**config.mk**
```make
export PLATFORM = sky130hd
export DESIGN_NAME = spi_serf
export DESIGN_NICKNAME = d
export VERILOG_FILES = /design/src/rtl/spi_serf.sv
export SDC_FILE = /design/constraint.sdc
export NUM_CORES = 1
export LEC_CHECK = 0
export BUFFER_PORTS_ARGS = -buffer_cell sky130_fd_sc_hd__buf_2
export CAP_MARGIN = 20
export CORE_MARGIN = 1.5
export CORE_UTILIZATION = 40
export CTS_CLUSTER_DIAMETER = 150
export DETAILED_ROUTE_END_ITERATION = 10
export SETUP_SLACK_MARGIN = 0.1
export SYNTH_ARGS = -nofsm -noshare
export SYNTH_HDL_FRONTEND = slang
export SYNTH_SLANG_ARGS = --single-unit
export TNS_END_PERCENT = 20
```
**constraint.sdc**
```tcl
create_clock -name clk -period 2.8 [get_ports clk]
set_clock_uncertainty 0.05 [all_clocks]
set_input_delay 0.28 -clock clk [delete_from_list [all_inputs] [get_ports clk]]
set_output_delay 0.28 -clock clk [all_outputs]
set_load 0.03 [all_outputs]
```
**src/rtl/spi_serf.sv**
```systemverilog
// rtl/spi_serf.sv - SPI serf endpoint, WIDTH-bit MSB-first frames; optional MISO_TRISTATE_EN releases MISO while SS_n is high
module spi_serf #(
   parameter int WIDTH = 16
) (
   input  logic             clk,
   input  logic             rst_n,
   input  logic             SS_n,
   input  logic             SCLK,
   input  logic             MOSI,
   input  logic [WIDTH-1:0] tx_data,
   output logic             MISO,
   output logic [WIDTH-1:0] cmd,
   output logic             rdy,
   output logic             frm_err,
   output logic             busy
);

   // Counter must reach WIDTH+1 so an over-long frame is distinguishable from a good one
   localparam int               CNT_W    = $clog2(WIDTH) + 1;
   localparam logic [CNT_W-1:0] CNT_FULL = CNT_W'(WIDTH);
   localparam logic [CNT_W-1:0] CNT_SAT  = CNT_W'(WIDTH + 1);

   typedef enum logic {
      IDLE  = 1'b0,
      SHIFT = 1'b1
   } state_t;

   state_t state;
   state_t state_nxt;

   logic ss_ff1, ss_ff2, ss_ff3;
   logic sclk_ff1, sclk_ff2, sclk_ff3;
   logic mosi_ff1, mosi_ff2, mosi_ff3;

   logic ss_fall;
   logic ss_rise;
   logic sclk_rise;

   logic [WIDTH-1:0] shift_reg;
   logic [CNT_W-1:0] bit_cnt;

   // Post-reset qualification: the SS_n chain resets high, so a select that is
   // already low when reset releases would look like a fresh falling edge.
   logic [1:0] settle_cnt;
   logic       armed;

   logic start;
   logic shift_en;
   logic end_good;
   logic end_bad;

   // Three-flop synchronizers; select and clock idle high, data idles low
   always_ff @(posedge clk or negedge rst_n) begin
      if (!rst_n) begin
         ss_ff1   <= 1'b1;
         ss_ff2   <= 1'b1;
         ss_ff3   <= 1'b1;
         sclk_ff1 <= 1'b1;
         sclk_ff2 <= 1'b1;
         sclk_ff3 <= 1'b1;
         mosi_ff1 <= 1'b0;
         mosi_ff2 <= 1'b0;
         mosi_ff3 <= 1'b0;
      end else begin
         ss_ff1   <= SS_n;
         ss_ff2   <= ss_ff1;
         ss_ff3   <= ss_ff2;
         sclk_ff1 <= SCLK;
         sclk_ff2 <= sclk_ff1;
         sclk_ff3 <= sclk_ff2;
         mosi_ff1 <= MOSI;
         mosi_ff2 <= mosi_ff1;
         mosi_ff3 <= mosi_ff2;
      end
   end

   // mosi_ff3 lines up with sclk_ff3, so at sclk_rise it still holds the pre-rise bit
   assign sclk_rise = sclk_ff2 & ~sclk_ff3;
   assign ss_fall   = ~ss_ff2 & ss_ff3;
   assign ss_rise   = ss_ff2 & ~ss_ff3;

   // Arm frame acceptance only once the synchronized select has been seen high
   always_ff @(posedge clk or negedge rst_n) begin
      if (!rst_n) begin
         settle_cnt <= 2'd0;
         armed      <= 1'b0;
      end else begin
         if (settle_cnt != 2'd3) begin
            settle_cnt <= settle_cnt + 2'd1;
         end
         if ((settle_cnt == 2'd3) && ss_ff3) begin
            armed <= 1'b1;
         end
      end
   end

   // State register
   always_ff @(posedge clk or negedge rst_n) begin
      if (!rst_n) begin
         state <= IDLE;
      end else begin
         state <= state_nxt;
      end
   end

   // Next-state and datapath strobes; end of frame takes priority over a coincident clock edge
   always_comb begin
      state_nxt = state;
      start     = 1'b0;
      shift_en  = 1'b0;
      end_good  = 1'b0;
      end_bad   = 1'b0;
      case (state)
         IDLE: begin
            if (ss_fall && armed) begin
               start     = 1'b1;
               state_nxt = SHIFT;
            end
         end
         SHIFT: begin
            if (ss_rise) begin
               state_nxt = IDLE;
               if (bit_cnt == CNT_FULL) begin
                  end_good = 1'b1;
               end else begin
                  end_bad = 1'b1;
               end
            end else if (sclk_rise) begin
               shift_en = 1'b1;
            end
         end
         default: begin
            state_nxt = IDLE;
         end
      endcase
   end

   // Shift register: response loaded at frame start, command shifted in behind it
   always_ff @(posedge clk or negedge rst_n) begin
      if (!rst_n) begin
         shift_reg <= '0;
      end else if (start) begin
         shift_reg <= tx_data;
      end else if (shift_en) begin
         shift_reg <= {shift_reg[WIDTH-2:0], mosi_ff3};
      end
   end

   // Bit counter, saturating one past a full frame
   always_ff @(posedge clk or negedge rst_n) begin
      if (!rst_n) begin
         bit_cnt <= '0;
      end else if (start) begin
         bit_cnt <= '0;
      end else if (shift_en && (bit_cnt != CNT_SAT)) begin
         bit_cnt <= bit_cnt + 1'b1;
      end
   end

   // Frame completion: publish command and raise single-cycle status pulses
   always_ff @(posedge clk or negedge rst_n) begin
      if (!rst_n) begin
         cmd     <= '0;
         rdy     <= 1'b0;
         frm_err <= 1'b0;
      end else begin
         rdy     <= end_good;
         frm_err <= end_bad;
         if (end_good) begin
            cmd <= shift_reg;
         end
      end
   end

   assign busy = (state == SHIFT);

`ifdef MISO_TRISTATE_EN
   assign MISO = SS_n ? 1'bz : shift_reg[WIDTH-1];
`else
   assign MISO = shift_reg[WIDTH-1];
`endif

endmodule

```
======== Yosys cells after proc, flatten, opt, wreduce, memory -nomap -nowiden ========
Index checks and enable logic that the tools add are counted.
storage, ports and cells
  register bits ........................... 52
  input bits .............................. 21
  output and inout port bits .............. 20
  logic and storage cells ................. 52
cells by class
  add/sub/neg operators ................... 2
  equal/unequal tests ..................... 4
  muxes and demuxes ....................... 17
  bitwise logic cells ..................... 7
  reduce and logical (&&, ||, !) cells .... 5
operator list
  kind                   number
  $mux W16               2
  $mux W1                12
  $mux W5                2
  $add A5 B1 Y5 const B  1
  $eq A5 B5 Y1 const B   1
  $ne A5 B5 Y1 const B   1
  $not A1 Y1             4
  $reduce_bool A2 Y1     2
  $and A1 B1 Y1          3
  $logic_and A1 B1 Y1    3
  $add A2 B1 Y2 const B  1
  $eq A2 B2 Y1 const B   1
  $ne A2 B2 Y1 const B   1
  $pmux W1 S2            1

======== Logic depth before layout (Yosys ltp) ========
Gate-level depths: netlist (run 1).
  depth in word-level cells ............... 8
  depth in mapped cells ................... 6
  depth with buffers taken out ............ 5

======== Least setup slack after synthesis (run 1) ========
No wires, ideal clock.
  kind .................................... flip-flop to flip-flop
  from .................................... reg state (netlist: busy)
  to ...................................... reg bit_cnt[1]
  library setup time ...................... 125 ps
  arrival time ............................ 1445 ps
  required time ........................... 2625 ps
  setup slack ............................. 1181 ps
  stages on the path, launching flop included .. 6
  buffers on the path ..................... 2
  cells stage by stage .................... dfrtp_1 buf_2 and3b_1 buf_2 nand3_1 mux2_2
between the ends
  cells in the longest elaborated chain, start to end .. 3
  elaborated cells on any way between the ends .. 5
  classes of those cells .................. 3 x mux; 2 x reduce/logical
RTL lines
  what                                 line  RTL
  start: declaration                   28    state_t state;
  start signal: assignment             102   state <= state_nxt;
  $mux W1                              113   case (state)
  $logic_and A1 B1 Y1                  155   end else if (shift_en && (bit_cnt != CNT_SAT)) begin
  $reduce_bool A2 Y1 (no source line)  -
  end signal: assignment               156   bit_cnt <= bit_cnt + 1'b1;
  end: declaration                     40    logic [CNT_W-1:0] bit_cnt;
Several ways; a longest one is shown, not always the timed one.
A chain may end at the register's enable or synchronous reset.

======== Final worst setup path (run 1) ========
  from .................................... reg state (netlist: busy)
  to ...................................... reg shift_reg[10]
between the ends
  cells in the longest elaborated chain, start to end .. 2
  elaborated cells on any way between the ends .. 4
  classes of those cells .................. 3 x mux; 1 x reduce/logical
RTL lines
  what                                                   line  RTL
  $mux W1                                                113
  $mux W16 / $reduce_bool A2 Y1 (equally long branches)  -
  end signal: assignment                                 143   shift_reg <= tx_data;
  end signal: assignment                                 145   shift_reg <= {shift_reg[WIDTH-2:0], mosi_ff3};
  end: declaration                                       39    logic [WIDTH-1:0] shift_reg;
Several ways; a longest one is shown, not always the timed one.

==> results of run 1 <==
-- final cells by class --
cell class / count / area share (%)
clock buffers: 5 / 2.628
inverters: 3 / 0.4300
well taps: 70 / 3.344
multi-input cells: 118 / 32.39
clock inverters: 3 / 1.768
flip-flops and latches: 52 / 49.98
repair buffers: 46 / 9.460
-- final timing paths --
kind | slack [ps] | cells past startpoint | end
max reg2reg | 890 | 3 | shift_reg[10]
max | 890 | 3 | shift_reg[10]
min in group asynchronous | 330 | 2 | cmd[14]
min | 20 | 1 | sclk_ff1
max in group asynchronous | 1740 | 3 | mosi_ff2
min reg2reg | 310 | 0 | mosi_ff3
-- worst max-delay path, stage by stage (launching register included) --
cell,delay [ps]
dfrtp_1,530
nand3b_1,170
nor2_1,770
o211ai_1,220
-- layer usage --
| metal | routed length (um) | GRT usage [%] | up-vias |
|---|---|---|---|
| met5 | 0 | 0 | - |
| met4 | 72 | 5.091 | 0 |
| met3 | 169 | 3.529 | 7 |
| met2 | 1963 | 24.21 | 34 |
| met1 | 1981 | 20.73 | 724 |
| li1 | - | - | 730 |
-- where the power goes --
part / switching (uW) / total, uW / internal [uW]
clock network: 249 / 518 / 269
registers: 83.3 / 927 / 843
logic: 117 / 215 / 97.9
total: 449 / 1660 / 1210
-- placed cells by master (no fill, tap or decap), drive strengths merged --
master       instances
nand4b               1
nand2b               1
xnor2                1
nand4bb              2
dfrtp               46
and4b                1
nor2b                1
o211ai              15
buf                 45
a21o                 1
nand3               19
a31oi                1
nor4bb               1
nand3b               1
a21oi                2
dlygate4sd3          1
nand4                1
a21bo                1
and4bb               1
dfstp                6
clkbuf               5
bufinv               1
nor2                 4
o21ai                2
mux2                18
clkinvlp             1
nand2               35
ha                   4
mux2i                3
inv                  4
and3b                1
nor3                 1
-- kinds of logic after synthesis --
group,count (synthesis),synth area share [%]
muxes,21,11.99
buffers and inverters,14,3.209
and+or+nand+nor,70,16.22
DFF,52,58.90
adders and majority gates,4,2.252
xor gates and xnor gates,1,0.3942
AOI/OAI and AO/OA,22,7.039
-- through the flow --
step / total power, uW / setup WS (ps) / utilization, %
after floorplan: 1066 / 1181 / -
after global placement: 1149 / 881.6 / 47.61
after detailed placement: 1156 / 858.7 / 47.61
after CTS: 1681 / 879.9 / 50.00
after global routing: 1762 / 642.5 / 50.00
final: 1659 / 889.1 / 50.00
-- repair_timing --
item,4_1_cts,5_1_grt
hold buffers,1,0
buffers inserted,0,0
hold endpoints to repair,12,0
==> summary.md, run 1 <==
| Metric | Value |
|---|---|
| CP Capture Type | `flip-flop` |
| Critical path peak fanout | `15` |
| Gr usage total | `15.31%` |
| Avg Vias per Cell | `5.034` |
| Yosys warnings | `0` |
| Max_slew headroom | `33.88%` |
| Final-stage net count | `251` |
| Main flop type after synthesis | `dfrtp_1` |
| DRC Markers | `0` |
| Async set-reset flop share out of synthesis | `100.0%` |
| Num CTS Buffers | `5` |
| Worst setup path startpoint | `busy` |
| Area share of the largest cell type after synthesis | `51.80%` |
| Number of global-route vias before repair | `1481` |
| CP arrival | `2000 ps` |
| Final hold slack | `17.12 ps` |
| RSZ-0062 raised after global routing | `no` |
| Design area | `2619 um^2` |
| Post-DP HPWL | `2932 um` |
| Clock tree buffer depth | `2` |
| CTS tree | `yes` |
| Post-DP Area | `2494 um^2` |
| Top cells by area, synth | `dfrtp_1 52%, dfstp_2 7.1%, mux2_4 6.1%, nand2_1 5.9%, o211ai_1 5.1%` |
| Top cell type by total area after synthesis | `dfrtp_1` |
| Htree depth | `2` |
| Worst vdd ir | `0.3111 mV` |
| Die Y-Extent | `77.54 um` |
| Flops & latches, synth | `52` |
| Worst reg2reg startpoint | `busy` |
| Sink count of the clock tree | `52` |
| Die width | `77.54 um` |
| Power Dens Cells | `633.6 nW/um^2` |
| Antenna-violating nets left | `0` |
| FF+latch area | `1309 um^2` |
| Root buffer cell | `clkbuf_8` |
| Initial antenna violation count | `0` |
| Hold Path Class | `in -> reg` |
| Number of flops mapped to enable cells by yosys | `0` |
| Crit start category | `flip-flop` |
| Mapped Area | `2222 um^2` |
| First DRT Iteration DRCs | `112` |
| DIE AREA | `6012 um^2` |
| Final setup viols | `0` |
| Most common cell in the synthesized netlist | `dfrtp_1` |
| Fin cells | `297` |
| Slew Limit Fails | `0` |
| Total leakage power | `0.001284 uW` |
| Pin count of the biggest net entering global routing | `26` |
| Highest clock rate | `0.5233 GHz` |
| Share of cells above drive strength 1 | `35.68%` |
| Final hold vios | `0` |
| CP required | `2890 ps` |
| Synth Area per Inst | `12.08 um^2` |
| Starting Density | `42.43%` |
| I/O pins | `41` |
| Post-Route WL | `4187 um` |
| IO Port Bufs | `40` |
| # fillers | `493` |
| Multi-input logic area | `848.3 um^2` |
| Synth unique cells | `32` |
| Placed cells | `288` |
| Synthesized instance count | `184` |
| Global-route wire length before repair | `7258 um` |
| Total grt overflow | `0` |
| GP Congestion | `0.7595` |
| Clk Latency, worst-skew pair | `310 ps` |
| Tcrit/Tclk final | `68.25%` |
| Sequential area share after synthesis | `58.90%` |
| Max Cap Viol | `0` |
| Synth top cells by count | `46 x dfrtp_1, 35 x nand2_1, 18 x nand3_1` |
| WL/cell | `14.10 um` |
| First-pass DRT Iterations | `4` |
| # rows | `26` |
| Syn nets | `209` |
| Antenna diodes | `0` |
| WS Path Type | `reg -> reg` |
| Area of the core | `5238 um^2` |
| CTS clk-pin slew, worst paths | `90 ps` |
| Fin crit period | `1911 ps` |
| Status | `finished clean` |
| HP Start | `SCLK` |
| Setup TNS | `0 ps` |
| Area grow syn2layout | `17.85%` |
| Worst Max-Slew Pin Slew | `988.1 ps` |
| Post-CTS sizing | `0` |
| Via count | `1495` |
No activity file was read; power rests on OpenSTA's default activity.
==> inputs of run 2 (changes only) <==
==> constraint.sdc (replaced) <==
create_clock -name clk -period 1.82 [get_ports clk]
set_clock_uncertainty 0.05 [all_clocks]
set_input_delay 0.182 -clock clk [delete_from_list [all_inputs] [get_ports clk]]
set_output_delay 0.182 -clock clk [all_outputs]
set_load 0.03 [all_outputs]
==> summary.md, run 2 (synthesis gave the netlist of run 1 again) <==
| Metric | Value |
|---|---|
| Status | `finished clean` |
| DIE AREA | `6012 um^2` |
| Root buffer cell | `clkbuf_8` |
| CP required | `1970 ps` |
| Total grt overflow | `0` |
| Max_slew headroom | `57.30%` |
| Via count | `1565` |
| Htree depth | `2` |
| Fin crit period | `1647 ps` |
| Avg Vias per Cell | `5.016` |
| Post-DP HPWL | `3092 um` |
| Final-stage net count | `266` |
| Power, Total | `2594 uW` |
| First-pass DRT Iterations | `4` |
| # rows | `26` |
| Pin count of the biggest net entering global routing | `22` |
| Die width | `77.54 um` |
| Tcrit/Tclk final | `90.50%` |
| Hold Path Class | `in -> reg` |
| Area of the core | `5238 um^2` |
| Highest clock rate | `0.6071 GHz` |
| Final hold slack | `41.43 ps` |
| CTS tree | `yes` |
| Starting Density | `42.43%` |
| Most used cells in the layout excluding fill and tap cells | `46 x dfrtp_1, 40 x buf_2, 35 x nand2_1` |
| Total leakage power | `0.001361 uW` |
| Antenna diodes | `0` |
| Max Cap Viol | `0` |
| Fin cells | `312` |
| Critical path peak fanout | `17` |
| CP Capture Type | `flip-flop` |
| Number of global-route vias before repair | `1508` |
| Die Y-Extent | `77.54 um` |
| DRC Markers | `0` |
| Commonest non-fill, non-tap cell in the layout | `dfrtp_1` |
| Clk Latency, worst-skew pair | `310 ps` |
| Share of cells above drive strength 1 | `38.84%` |
| WL/cell | `13.96 um` |
| IO Port Bufs | `40` |
| WS Path Type | `reg -> reg` |
| Clock tree buffer depth | `2` |
| Worst vdd ir | `0.4444 mV` |
| Worst Max-Slew Pin Slew | `639.9 ps` |
| Placed cells | `299` |
| Initial antenna violation count | `0` |
| Post-Route WL | `4355 um` |
| Register-to-register setup slack | `170 ps` |
| Num CTS Buffers | `5` |
| Power Dens Cells | `941.9 nW/um^2` |
| Area grow syn2layout | `23.93%` |
| CTS clk-pin slew, worst paths | `100 ps` |
| Crit start category | `flip-flop` |
| Slew Limit Fails | `0` |
| Sink count of the clock tree | `52` |
| Antenna-violating nets left | `0` |
| Final setup viols | `0` |
| First DRT Iteration DRCs | `90` |
| CP arrival | `1790 ps` |
| Final hold vios | `0` |
| Global-route wire length before repair | `7424 um` |
| GP Congestion | `0.7471` |
| I/O pins | `41` |
| Gr usage total | `16.11%` |
| RSZ-0062 raised after global routing | `yes` |
-- run 2: cell types whose count changed in the layout (fill, tap and decap cells not counted) --
cell           previous run  this run
nor2_1                    4         3
buf_12                    0         1
buf_4                     5        16
nor2_2                    0         1
dlygate4sd3_1             1         4
-- run 2: through the flow --
stage	setup TNS (ps)	worst slack, ps	area (um^2)	util (%)
2_1_floorplan	0	200.5	2222	-
3_3_place_gp	0	4.534	2576	49.19
3_5_place_dp	-337.0	-69.27	2576	49.19
4_1_cts	0	45.14	2734	52.20
5_1_grt	0	68.67	2754	52.58
6_report	0	172.9	2754	52.58
-- run 2: worst paths after layout --
check | startpoint | endpoint | depth (start not counted)
min in group asynchronous | rst_n | cmd[13] | 2
setup reg to reg | bit_cnt[1] | cmd[0] | 6
hold reg to reg | mosi_ff2 | mosi_ff3 | 0
max in group asynchronous | rst_n | sclk_ff3 | 3
setup / recovery | bit_cnt[1] | cmd[0] | 6
hold / removal | tx_data[9] | shift_reg[9] | 3
-- run 2: metal layers --
| layer | GRT usage, % | up-vias | share of wire [%] |
|---|---|---|---|
| met5 | 0 | - | 0 |
| met3 | 4.235 | 7 | 5.1 |
| met4 | 6.364 | 0 | 1.1 |
| li1 | - | 757 | - |
| met1 | 21.30 | 750 | 46 |
| met2 | 25.26 | 51 | 48 |
-- run 2: layout make-up --
type / instances / area [um^2]
Fill cell: 477 / 2484
Sequential cell: 52 / 1309
Multi-Input combinational cell: 118 / 850.8
Timing Repair Buffer: 61 / 380.4
Tap cell: 70 / 87.58
Clock buffer: 5 / 68.82
Clock inverter: 3 / 46.29
Inverter: 3 / 11.26
-- run 2: critical path, cell delays in order (launching register included) --
cell	delay (ps)
dfrtp_1	380
inv_1	80
ha_1	180
and4bb_1	230
nand3_4	100
buf_12	170
mux2_2	360
-- run 2: what timing repair did --
action,in CTS,in global routing
setup buffers,0,1
hold buffers,4,0
setup endpoints to repair,31,19
endpoints found under the hold margin,22,0
gates resized for setup,1,0
pin swaps,0,1
-- run 2: report_power, final --
group	total (uW)	internal [uW]	switching, uW
logic	390	183	207
registers	1400	1300	104
clock network	802	414	388
==> inputs of run 3 (changes only) <==
--- a/config.mk
+++ b/config.mk
@@ -7,7 +7,6 @@
 export LEC_CHECK = 0
 export BUFFER_PORTS_ARGS = -buffer_cell sky130_fd_sc_hd__buf_2
 export CAP_MARGIN = 20
-export CORE_MARGIN = 1.5
 export CORE_UTILIZATION = 40
 export CTS_CLUSTER_DIAMETER = 150
 export DETAILED_ROUTE_END_ITERATION = 10
==> constraint.sdc (replaced) <==
create_clock -name clk -period 1.82 [get_ports clk]
set_clock_uncertainty 0.05 [all_clocks]
set_input_delay 0.364 -clock clk [delete_from_list [all_inputs] [get_ports clk]]
set_output_delay 0.364 -clock clk [all_outputs]
set_load 0.03 [all_outputs]
==> summary.md, run 3 (synthesis gave the netlist of run 1 again) <==
| Metric | Value |
|---|---|
| Critical path peak fanout | `17` |
| Fin cells | `310` |
| Clock tree buffer depth | `2` |
| I/O pins | `41` |
| IO Port Bufs | `40` |
| GP Congestion | `0.7554` |
| Root buffer cell | `clkbuf_8` |
| WS Path Type | `reg -> reg` |
| Post-DP Area | `2589 um^2` |
| Antenna-violating nets left | `0` |
| Commonest non-fill, non-tap cell in the layout | `dfrtp_1` |
| Clk Latency, worst-skew pair | `310 ps` |
| Setup TNS | `0 ps` |
| Number of global-route vias before repair | `1536` |
| Sink count of the clock tree | `52` |
| Max_slew headroom | `57.05%` |
| Starting Density | `42.43%` |
| Final hold vios | `0` |
| Max Cap Viol | `0` |
| Crit path cell chain | `inv_1 > ha_1 > and4bb_1 > nand3_4 > buf_12 > mux2_2` |
| Power Dens Cells | `1030 nW/um^2` |
| CTS tree | `yes` |
| Power, Total | `2872 uW` |
| Placed cells | `299` |
| RSZ-0062 raised after global routing | `no` |
| Worst vdd ir | `0.4658 mV` |
| DIE AREA | `5858 um^2` |
| Final hold slack | `96.29 ps` |
| WL/cell | `13.97 um` |
| Global-route wire length before repair | `7458 um` |
| Fin crit period | `1647 ps` |
| Gr usage total | `16.26%` |
| Post-DP HPWL | `3087 um` |
| Pin count of the biggest net entering global routing | `20` |
| FF+latch area | `1309 um^2` |
| Highest clock rate | `0.6071 GHz` |
| Hold Path Class | `in -> reg` |
| First DRT Iteration DRCs | `114` |
| Htree depth | `2` |
| Post-Route WL | `4332 um` |
| Antenna diodes | `0` |
| Met3 routed WL | `143 um` |
| CP arrival | `1790 ps` |
| CP Capture Type | `flip-flop` |
| Initial antenna violation count | `0` |
| Slew Limit Fails | `0` |
| Die width | `76.54 um` |
| Total grt overflow | `0` |
| CP max stage delay | `370 ps` |
| First-pass DRT Iterations | `4` |
| M1 WL | `2099 um` |
| Most used cells in the layout excluding fill and tap cells | `46 x dfrtp_1, 40 x buf_2, 35 x nand2_1` |
| CP max-delay cell | `dfrtp_1` |
| # rows | `26` |
| Multi-input logic area | `850.8 um^2` |
| Status | `finished clean` |
| Design area | `2788 um^2` |
| Final-stage net count | `264` |
| Die Y-Extent | `76.54 um` |
| Worst Max-Slew Pin Slew | `643.6 ps` |
| Total leakage power | `0.001381 uW` |
| CTS clk-pin slew, worst paths | `90 ps` |
| CP required | `1970 ps` |
| DR WL met2 | `2013 um` |
| Area grow syn2layout | `25.45%` |
| Crit start category | `flip-flop` |
| Final setup viols | `0` |
| Avg Vias per Cell | `4.958` |
| DRC Markers | `0` |
| Num CTS Buffers | `5` |
| Tcrit/Tclk final | `90.51%` |
| Area of the core | `5238 um^2` |
| # fillers | `468` |
| Share of cells above drive strength 1 | `39.58%` |
| Via count | `1537` |
| Uppermost routed layer | `met4` |
[run 3: power by group]
part / leakage, uW / internal, uW / switching (uW)
logic: 0.000652 / 192 / 206
clock network: 0.0000784 / 687 / 382
registers: 0.000650 / 1300 / 107
[run 3: area by class of cell]
type	instances	area share, %
well taps	70	3.142
clock buffers	5	2.469
repair buffers	59	13.29
inverters	3	0.4040
flip-flops and latches	52	46.95
multi-input cells	118	30.52
clock inverters	3	3.232
[run 3: worst paths after layout]
kind / from / depth (start not counted) / slack, ps / endpoint
worst max register to register: bit_cnt[1] / 6 / 170 / cmd[6]
worst min register to register: mosi_ff2 / 0 / 300 / mosi_ff3
min in group asynchronous: rst_n / 2 / 460 / cmd[13]
worst min-delay path: SCLK / 1 / 100 / sclk_ff1
max in group asynchronous: rst_n / 3 / 650 / sclk_ff3
worst max-delay path: bit_cnt[1] / 6 / 170 / cmd[6]
[run 3: worst max-delay path, delay by kind of cell (launching register included)]
| kind | cells | cell delay [ps] |
|---|---|---|
| flops | 1 | 370 |
| fa+ha+maj | 1 | 180 |
| simple gates | 2 | 330 |
| mux | 1 | 340 |
| buf+inv | 2 | 250 |
[run 3: stage by stage]
stage               worst slack [ps]  utilization, %
CTS                            39.79           52.70
global placement              -35.91           49.43
global route                   104.4           53.23
finish                         172.7           53.23
floorplan                      200.5               -
detailed placement            -40.75           49.43
[run 3: what timing repair did]
| item | CTS | global route |
|---|---|---|
| resized for setup | 1 | 0 |
| setup buffers | 0 | 2 |
| endpoints found under the hold margin | 16 | 0 |
| setup endpoints to repair | 31 | 16 |
| pin swaps | 0 | 1 |
| hold buffers | 1 | 0 |
[run 3: layer usage]
metal	up-vias	track usage, %
li1	752	-
met1	747	21.27
met2	31	26.04
met3	7	3.473
met4	0	6.923
met5	-	0
